<file path="src/rtl/if_prefetch_unit_pkg.sv">
// Shared types and constants for the instruction-fetch front end.
package if_pkg;

    localparam int XLEN = 32;

    // addi x0, x0, 0: what decode sees whenever no instruction is presented
    localparam logic [31:0] NOP_INST = 32'h0000_0013;

    typedef struct packed {
        logic [XLEN-1:0] pc;
        logic [31:0]     instr;
    } fetch_entry_t;

endpackage

</file>
<file path="src/rtl/if_prefetch_unit_if.sv">
// Instruction-memory channel: valid/ready request, in-order variable-latency response.
interface if_prefetch_unit_if #(
    parameter int WIDTH = 32
);
    logic             imem_req_valid;
    logic             imem_req_ready;
    logic [WIDTH-1:0] imem_req_addr;
    logic             imem_rsp_valid;
    logic [31:0]      imem_rsp_data;

    modport master (
        output imem_req_valid,
        output imem_req_addr,
        input  imem_req_ready,
        input  imem_rsp_valid,
        input  imem_rsp_data
    );

    modport slave (
        input  imem_req_valid,
        input  imem_req_addr,
        output imem_req_ready,
        output imem_rsp_valid,
        output imem_rsp_data
    );
endinterface

</file>
<file path="src/rtl/if_prefetch_unit_fifo.sv">
// Prefetch buffer: DEPTH-entry synchronous FIFO of {pc, instr}; head is read straight from
// the storage registers. DEPTH must be a power of two so the pointers wrap naturally.
module if_fetch_fifo
    import if_pkg::*;
#(
    parameter int DEPTH = 4
) (
    input  logic                       clk,
    input  logic                       reset_n,
    input  logic                       push,
    input  fetch_entry_t               push_entry,
    input  logic                       pop,
    input  logic                       flush,
    output logic [$clog2(DEPTH+1)-1:0] count,
    output logic                       empty,
    output fetch_entry_t               head
);
    localparam int AW = (DEPTH > 1) ? $clog2(DEPTH) : 1;
    localparam int CW = $clog2(DEPTH + 1);

    fetch_entry_t  mem [DEPTH];
    logic [AW-1:0] rd_ptr_reg;
    logic [AW-1:0] wr_ptr_reg;
    logic [CW-1:0] count_reg;
    logic [CW-1:0] count_next;
    logic          do_push;
    logic          do_pop;

    assign do_pop  = pop && (count_reg != '0) && !flush;
    assign do_push = push && !flush && ((count_reg != CW'(DEPTH)) || do_pop);

    always_comb begin
        count_next = count_reg;
        if (flush) begin
            count_next = '0;
        end else if (do_push && !do_pop) begin
            count_next = count_reg + CW'(1);
        end else if (do_pop && !do_push) begin
            count_next = count_reg - CW'(1);
        end
    end

    always_ff @(posedge clk or negedge reset_n) begin
        if (!reset_n) begin
            rd_ptr_reg <= '0;
            wr_ptr_reg <= '0;
            count_reg  <= '0;
        end else begin
            count_reg <= count_next;
            if (flush) begin
                rd_ptr_reg <= '0;
                wr_ptr_reg <= '0;
            end else begin
                if (do_push) begin
                    wr_ptr_reg <= wr_ptr_reg + AW'(1);
                end
                if (do_pop) begin
                    rd_ptr_reg <= rd_ptr_reg + AW'(1);
                end
            end
        end
    end

    // Storage needs no reset: an entry is only observed after it has been written.
    always_ff @(posedge clk) begin
        if (do_push) begin
            mem[wr_ptr_reg] <= push_entry;
        end
    end

    assign count = count_reg;
    assign empty = (count_reg == '0);
    assign head  = mem[rd_ptr_reg];

endmodule

</file>
<file path="src/rtl/if_prefetch_unit.sv">
// RV32I fetch front end: owns the fetch PC, issues credited requests, buffers responses.
// Optional IF_PREFETCH_BYPASS_EN lets a response into an empty FIFO drive if_* the same cycle.
module if_prefetch_unit
    import if_pkg::*;
#(
    parameter int               WIDTH    = 32,
    parameter int               DEPTH    = 4,
    parameter logic [WIDTH-1:0] RESET_PC = 32'h0000_0000
) (
    input  logic                     clk,
    input  logic                     reset_n,
    if_prefetch_unit_if.master       imem,
    input  logic                     redirect_valid,
    input  logic [WIDTH-1:0]         redirect_pc,
    input  logic                     stall,
    output logic                     if_valid,
    output logic [WIDTH-1:0]         if_pc,
    output logic [WIDTH-1:0]         if_pc_plus_4,
    output logic [31:0]              if_instruction
);
    localparam int CW = $clog2(DEPTH + 1);
    localparam int SW = CW + 1;

    logic [WIDTH-1:0] fetch_pc_reg;
    logic [WIDTH-1:0] fetch_pc_next;
    logic [WIDTH-1:0] rsp_pc_reg;
    logic [WIDTH-1:0] rsp_pc_next;
    logic [CW-1:0]    inflight_reg;
    logic [CW-1:0]    inflight_next;
    logic [CW-1:0]    drop_reg;
    logic [CW-1:0]    drop_next;

    logic             credit_ok;
    logic             req_valid;
    logic             req_fire;
    logic             rsp_fire;
    logic             rsp_keep;
    logic             bypass;
    logic             fifo_push;
    logic             fifo_pop;
    logic             fifo_empty;
    logic [CW-1:0]    fifo_count;
    fetch_entry_t     fifo_head;
    fetch_entry_t     rsp_entry;
    fetch_entry_t     out_entry;

    // A response with nothing outstanding is a protocol error and is ignored entirely.
    assign rsp_fire = imem.imem_rsp_valid && (inflight_reg != '0);
    assign rsp_keep = rsp_fire && (drop_reg == '0) && !redirect_valid;

    // Credit covers both outstanding requests and buffered words, so pushes never overflow.
    assign credit_ok = (SW'(inflight_reg) + SW'(fifo_count)) < SW'(DEPTH);
    assign req_valid = reset_n && credit_ok && !redirect_valid;
    assign req_fire  = req_valid && imem.imem_req_ready;

    assign imem.imem_req_valid = req_valid;
    assign imem.imem_req_addr  = fetch_pc_reg;

    assign rsp_entry = '{pc: rsp_pc_reg, instr: imem.imem_rsp_data};

`ifdef IF_PREFETCH_BYPASS_EN
    assign bypass    = rsp_keep && fifo_empty;
    assign out_entry = fifo_empty ? rsp_entry : fifo_head;
`else
    assign bypass    = 1'b0;
    assign out_entry = fifo_head;
`endif

    assign if_valid       = !fifo_empty || bypass;
    assign if_pc          = if_valid ? out_entry.pc : '0;
    assign if_instruction = if_valid ? out_entry.instr : NOP_INST;
    assign if_pc_plus_4   = if_pc + WIDTH'(4);

    // A bypassed word that decode accepts this cycle never needs a FIFO slot.
    assign fifo_push = rsp_keep && !(bypass && !stall);
    assign fifo_pop  = !fifo_empty && !stall;

    if_fetch_fifo #(
        .DEPTH (DEPTH)
    ) u_fifo (
        .clk        (clk),
        .reset_n    (reset_n),
        .push       (fifo_push),
        .push_entry (rsp_entry),
        .pop        (fifo_pop),
        .flush      (redirect_valid),
        .count      (fifo_count),
        .empty      (fifo_empty),
        .head       (fifo_head)
    );

    always_comb begin
        fetch_pc_next = fetch_pc_reg;
        rsp_pc_next   = rsp_pc_reg;
        inflight_next = inflight_reg;
        drop_next     = drop_reg;
        if (redirect_valid) begin
            // Everything still outstanding is stale; a same-cycle response is already gone.
            fetch_pc_next = redirect_pc;
            rsp_pc_next   = redirect_pc;
            inflight_next = inflight_reg - CW'(rsp_fire);
            drop_next     = inflight_reg - CW'(rsp_fire);
        end else begin
            if (req_fire) begin
                fetch_pc_next = fetch_pc_reg + WIDTH'(4);
            end
            inflight_next = inflight_reg + CW'(req_fire) - CW'(rsp_fire);
            if (rsp_fire && (drop_reg != '0)) begin
                drop_next = drop_reg - CW'(1);
            end
            if (rsp_keep) begin
                rsp_pc_next = rsp_pc_reg + WIDTH'(4);
            end
        end
    end

    always_ff @(posedge clk or negedge reset_n) begin
        if (!reset_n) begin
            fetch_pc_reg <= RESET_PC;
            rsp_pc_reg   <= RESET_PC;
            inflight_reg <= '0;
            drop_reg     <= '0;
        end else begin
            fetch_pc_reg <= fetch_pc_next;
            rsp_pc_reg   <= rsp_pc_next;
            inflight_reg <= inflight_next;
            drop_reg     <= drop_next;
        end
    end

endmodule
</file>
<file path="src/flat_wrapper.sv">
// flat-port wrapper written by rule: the top's interface ports become plain ports
module if_prefetch_unit_flat import if_pkg::*;
#(
    parameter int               WIDTH    = 32,
    parameter int               DEPTH    = 4,
    parameter logic [WIDTH-1:0] RESET_PC = 32'h0000_0000
)
  (clk, reset_n, redirect_valid, redirect_pc, stall, if_valid, if_pc, if_pc_plus_4, if_instruction, imem_imem_req_valid, imem_imem_req_addr, imem_imem_req_ready, imem_imem_rsp_valid, imem_imem_rsp_data);
  if_prefetch_unit_if #(.WIDTH(WIDTH)) imem_i ();
  input  logic clk;
  input  logic reset_n;
  input  logic redirect_valid;
  input  logic [WIDTH-1:0] redirect_pc;
  input  logic stall;
  output logic if_valid;
  output logic [WIDTH-1:0] if_pc;
  output logic [WIDTH-1:0] if_pc_plus_4;
  output logic [31:0] if_instruction;
  output wire logic [$bits(imem_i.imem_req_valid)-1:0] imem_imem_req_valid;
  output wire logic [$bits(imem_i.imem_req_addr)-1:0] imem_imem_req_addr;
  input wire logic [$bits(imem_i.imem_req_ready)-1:0] imem_imem_req_ready;
  input wire logic [$bits(imem_i.imem_rsp_valid)-1:0] imem_imem_rsp_valid;
  input wire logic [$bits(imem_i.imem_rsp_data)-1:0] imem_imem_rsp_data;
  assign imem_imem_req_valid = imem_i.imem_req_valid;
  assign imem_imem_req_addr = imem_i.imem_req_addr;
  assign imem_i.imem_req_ready = imem_imem_req_ready;
  assign imem_i.imem_rsp_valid = imem_imem_rsp_valid;
  assign imem_i.imem_rsp_data = imem_imem_rsp_data;
  if_prefetch_unit #(.WIDTH(WIDTH), .DEPTH(DEPTH), .RESET_PC(RESET_PC)) u_core (.clk(clk), .reset_n(reset_n), .imem(imem_i), .redirect_valid(redirect_valid), .redirect_pc(redirect_pc), .stall(stall), .if_valid(if_valid), .if_pc(if_pc), .if_pc_plus_4(if_pc_plus_4), .if_instruction(if_instruction));
endmodule
</file>
<file path="config.mk">
export PLATFORM = sky130hd
export DESIGN_NAME = if_prefetch_unit_flat
export DESIGN_NICKNAME = d
export VERILOG_FILES = /design/src/rtl/if_prefetch_unit_pkg.sv /design/src/rtl/if_prefetch_unit_if.sv /design/src/rtl/if_prefetch_unit_fifo.sv /design/src/rtl/if_prefetch_unit.sv /design/src/flat_wrapper.sv
export SDC_FILE = /design/constraint.sdc
export NUM_CORES = 1
export LEC_CHECK = 0
export CORE_AREA = 2 2 195 197
export DETAILED_ROUTE_END_ITERATION = 12
export DIE_AREA = 0 0 197 199
export GPL_TIMING_DRIVEN = 1
export PLACE_DENSITY_LB_ADDON = 0.2
export SYNTH_ARGS = -nofsm -noshare
export SYNTH_HDL_FRONTEND = slang
export SYNTH_HIERARCHICAL = 1
export SYNTH_SLANG_ARGS = --single-unit
</file>
<file path="constraint.sdc">
create_clock -name clk -period 6.1 [get_ports clk]
set_input_delay 0.915 -clock clk [delete_from_list [all_inputs] [get_ports clk]]
set_output_delay 0.915 -clock clk [all_outputs]
set_load 0.01 [all_outputs]
</file>
==> impl_metrics.tcl <==
set metrics [dict create \
    clk_root_buffer_cell "clkbuf_16" \
    critPathMaxStageDelay_ps 930 \
    totalWireLength_um 33500 \
    maxSlewViolCount 0 \
    routedWlPerCell_um 19.9 \
    filler_cell_count 3151 \
    numPlacedInstances 1620 \
    leakage_nw 6.24 \
    buffer_ports.inserted 199 \
    setup_repair_after_global_routing_missed_its_margin "no" \
    fp.dieW_um 197 \
    io_pins 200 \
    final.setup.tns_ps 0 \
    hold_viol_final 0 \
    crit_slowest_cell "dfrtp_4" \
    worst_ir_drop_vdd_v 0.000159 \
    area_growth_syn_to_layout_pct 25.4 \
    start_kind "flip-flop" \
    synth_top_cells_by_count "256 x edfxtp_1, 77 x dfrtp_1, 64 x mux4_2, 63 x nand2_1, 57 x nor2b_1" \
    ys_async_sr_fraction 0.231 \
    post-route-cell-area_um2 18400 \
    register_bit_total_from_synthesis 333 \
    cellPowerDensity_nw_per_um2 318 \
    ctsLongestPathBuffers 3 \
    clkSinkCount 333 \
    top_ff_cell_synth "edfxtp_1" \
    final_nets 1272 \
    first_pass_grt_wire_length_um 51500 \
    design_power_total_mw 5.86 \
    synth.top_cells.by_area "edfxtp_1 52%, dfrtp_1 13%, mux4_2 9.8%" \
    floorplan.core_area_um2 37100 \
    first_global_vias 8904 \
    regToRegSetupSlack_ps 2230 \
    gp_weighted_congestion 0.798 \
    portion_of_synthesized_cell_area_occupied_by_the_leading_cell_type 0.523 \
    global_route.usage.total 0.172 \
    path_cells "buf_4 > mux4_2 > nor2b_1 > nand3_1 > nor3_2 > nand4_1 > xnor2_1 > clkdlybuf4s50_1" \
    summed_instance_area_of_the_synthesized_netlist_um2 14700 \
    die-area_um2 39200 \
    cts-hold-fix-buffers 0 \
    skew_ps 26.1 \
    worstSetupEndpointType "primary output" \
    quantity_of_gates_resized_following_cts 0 \
    antenna_cells_inserted 0 \
    fp-row-count 71 \
    tightestPinTransition_ps 1030 \
    globalRouteOverflowTotal 0 \
    worstSkewPairLatency_ps 510 \
    fraction_of_layout_cells_with_a_size_suffix_above_1 0.138 \
    drtAntennaViolNets 0 \
    post-route-util 0.497 \
    crit_type "flip-flop to primary output" \
    place_ws_ps 1410 \
    yosysSeqAreaShare 0.654 \
    route.detailed.vias_per_inst 5.30 \
    cts-buffers-inserted 37 \
    number_of_maximum_capacitance_constraint_violations 0 \
    synth_fp_nets 1070 \
    cp.required_ps 5180 \
    worst_setup_hold_path_clk_slew_ps 60 \
    setup_fix_buffers_added_after_clock_tree_synthesis 0 \
    worst_slew_margin_rel 0.310 \
    post-route-min-period_ps 5090 \
    post-route-drc-count 0 \
    post_route_worst_setup_slack_ps 1010 \
    critical_r2r_launch "u_core/u_fifo/count[1]$_DFFE_PN0P_" \
    setup_viol_count_final 0 \
    filler_free_cell_count_of_the_finished_design 1686 \
    synth_area_leader_cell "edfxtp_1" \
    initial_core_util 0.396 \
    synthDistinctLibCells 60 \
    clock.fmax_mhz 197 \
    reg2reg_depth 12 \
    synth.yosys.warnings 6 \
    rr_endpoint "u_core/u_fifo/count[2]$_DFFE_PN0P_" \
    detailroute.via_count 8938 \
    post-route-period-util 0.834 \
    first_drt_iteration_drcs 559 \
    grt_antenna_before_repair 0 \
    run_status "complete, no violations" \
    critical_path_arrival_ps 4170 \
    cts_max_level 2 \
    placed_area_um2 17200 \
    post_synth.cell_area_avg_um2 15.0 \
    dp_hpwl_um 21800 \
    fp.dieH_um 199 \
    drt_first_pass_iters 7 \
    worst_hold_slack_ps 329 \
    cts_tree "done" \
    synthesized_netlist_cell_count 983 \
    flip_flop_count_of_the_largest_register_after_layout 256 \
    synth_enable_flop_cells 256 \
    worstHoldPathType "primary input to asynchronous set/reset pin" \
    grt_max_degree 71 \
    path_max_fanout 37 \
    yosysMostFrequentCell "edfxtp_1" \
]
power breakdown:
part / total (mW) / internal (mW) / switching (mW)
Clock: 2.31 / 1.43 / 0.878
Sequential: 2.68 / 2.56 / 0.121
Combinational: 0.880 / 0.438 / 0.442
layout make-up:
cell class / instances / area (µm²) / share of cell area
Tap cell: 474 / 593 / 0.0322
Timing Repair Buffer: 207 / 2040 / 0.111
Clock inverter: 25 / 327 / 0.0177
Inverter: 36 / 135 / 0.00733
Multi-Input combinational cell: 570 / 4770 / 0.259
Clock buffer: 41 / 951 / 0.0516
Sequential cell: 333 / 9620 / 0.522
layout by cell type (no fill, tap or decap), types with 3 or more instances in the layout:
cell	instances
and3_1	15
mux2_2	10
clkinv_2	4
clkinv_1	7
o211ai_1	8
clkdlybuf4s50_1	197
or2_2	5
dfrtp_1	75
a21oi_1	9
bufinv_16	7
mux2i_1	3
clkinvlp_4	3
o311ai_0	7
and2_1	12
a31o_2	3
nor2_1	38
xnor2_1	40
nor4_1	7
and4_1	8
mux4_2	64
ha_1	15
and2_4	4
clkbuf_1	3
nand4_1	25
nor3b_1	3
a31oi_1	6
nand3_1	40
clkbuf_16	37
o21ai_0	44
xor2_1	27
or3_1	6
and4b_1	3
nand2_1	63
nor2b_1	57
nand2b_1	4
edfxtp_1	256
nor3_1	13
inv_1	34
buf_4	9
layer usage:
layer | global-route usage | vias to the layer above | wire (µm)
li1 | - | 4141 | -
met1 | 0.249 | 4476 | 15700
met2 | 0.271 | 283 | 15200
met3 | 0.0302 | 38 | 2100
met4 | 0.0368 | 0 | 461
met5 | 0 | - | 0
critical path: cells and delay by family (launching register included):
family,cells,cell delay (ps)
buf+inv,2,1170
simple gates,4,1050
flops,1,930
mux,1,320
xor+xnor,1,150
kinds of logic after synthesis:
kind of cell / count (synthesis) / synth area share
adder cells (fa/ha/maj): 17 / 0.0155
AO/OA/AOI/OAI: 91 / 0.0396
XOR/XNOR: 67 / 0.0399
AND/OR/NAND/NOR: 317 / 0.120
multiplexers: 78 / 0.109
buffers and inverters: 80 / 0.0231
flip-flops: 333 / 0.654
how the worst max path moves through the flow:
stage / from / to / slack (ps)
final: u_core/u_fifo/rd_ptr_reg[0]$_DFFE_PN0P_ / if_pc_plus_4[30] / 1010
after floorplan: redirect_valid / u_core/u_fifo/mem[0][0]$_DFFE_PP_ / 2110
after global placement: u_core/u_fifo/rd_ptr_reg[0]$_DFFE_PN0P_ / if_pc_plus_4[30] / 1430
after detailed placement: u_core/u_fifo/rd_ptr_reg[0]$_DFFE_PN0P_ / if_pc_plus_4[30] / 1410
after CTS: u_core/u_fifo/rd_ptr_reg[0]$_DFFE_PN0P_ / if_pc_plus_4[30] / 850
after global routing: u_core/u_fifo/rd_ptr_reg[0]$_DFFE_PN0P_ / if_pc_plus_4[30] / 590
Note: power is estimated with default switching activity, not from simulation.
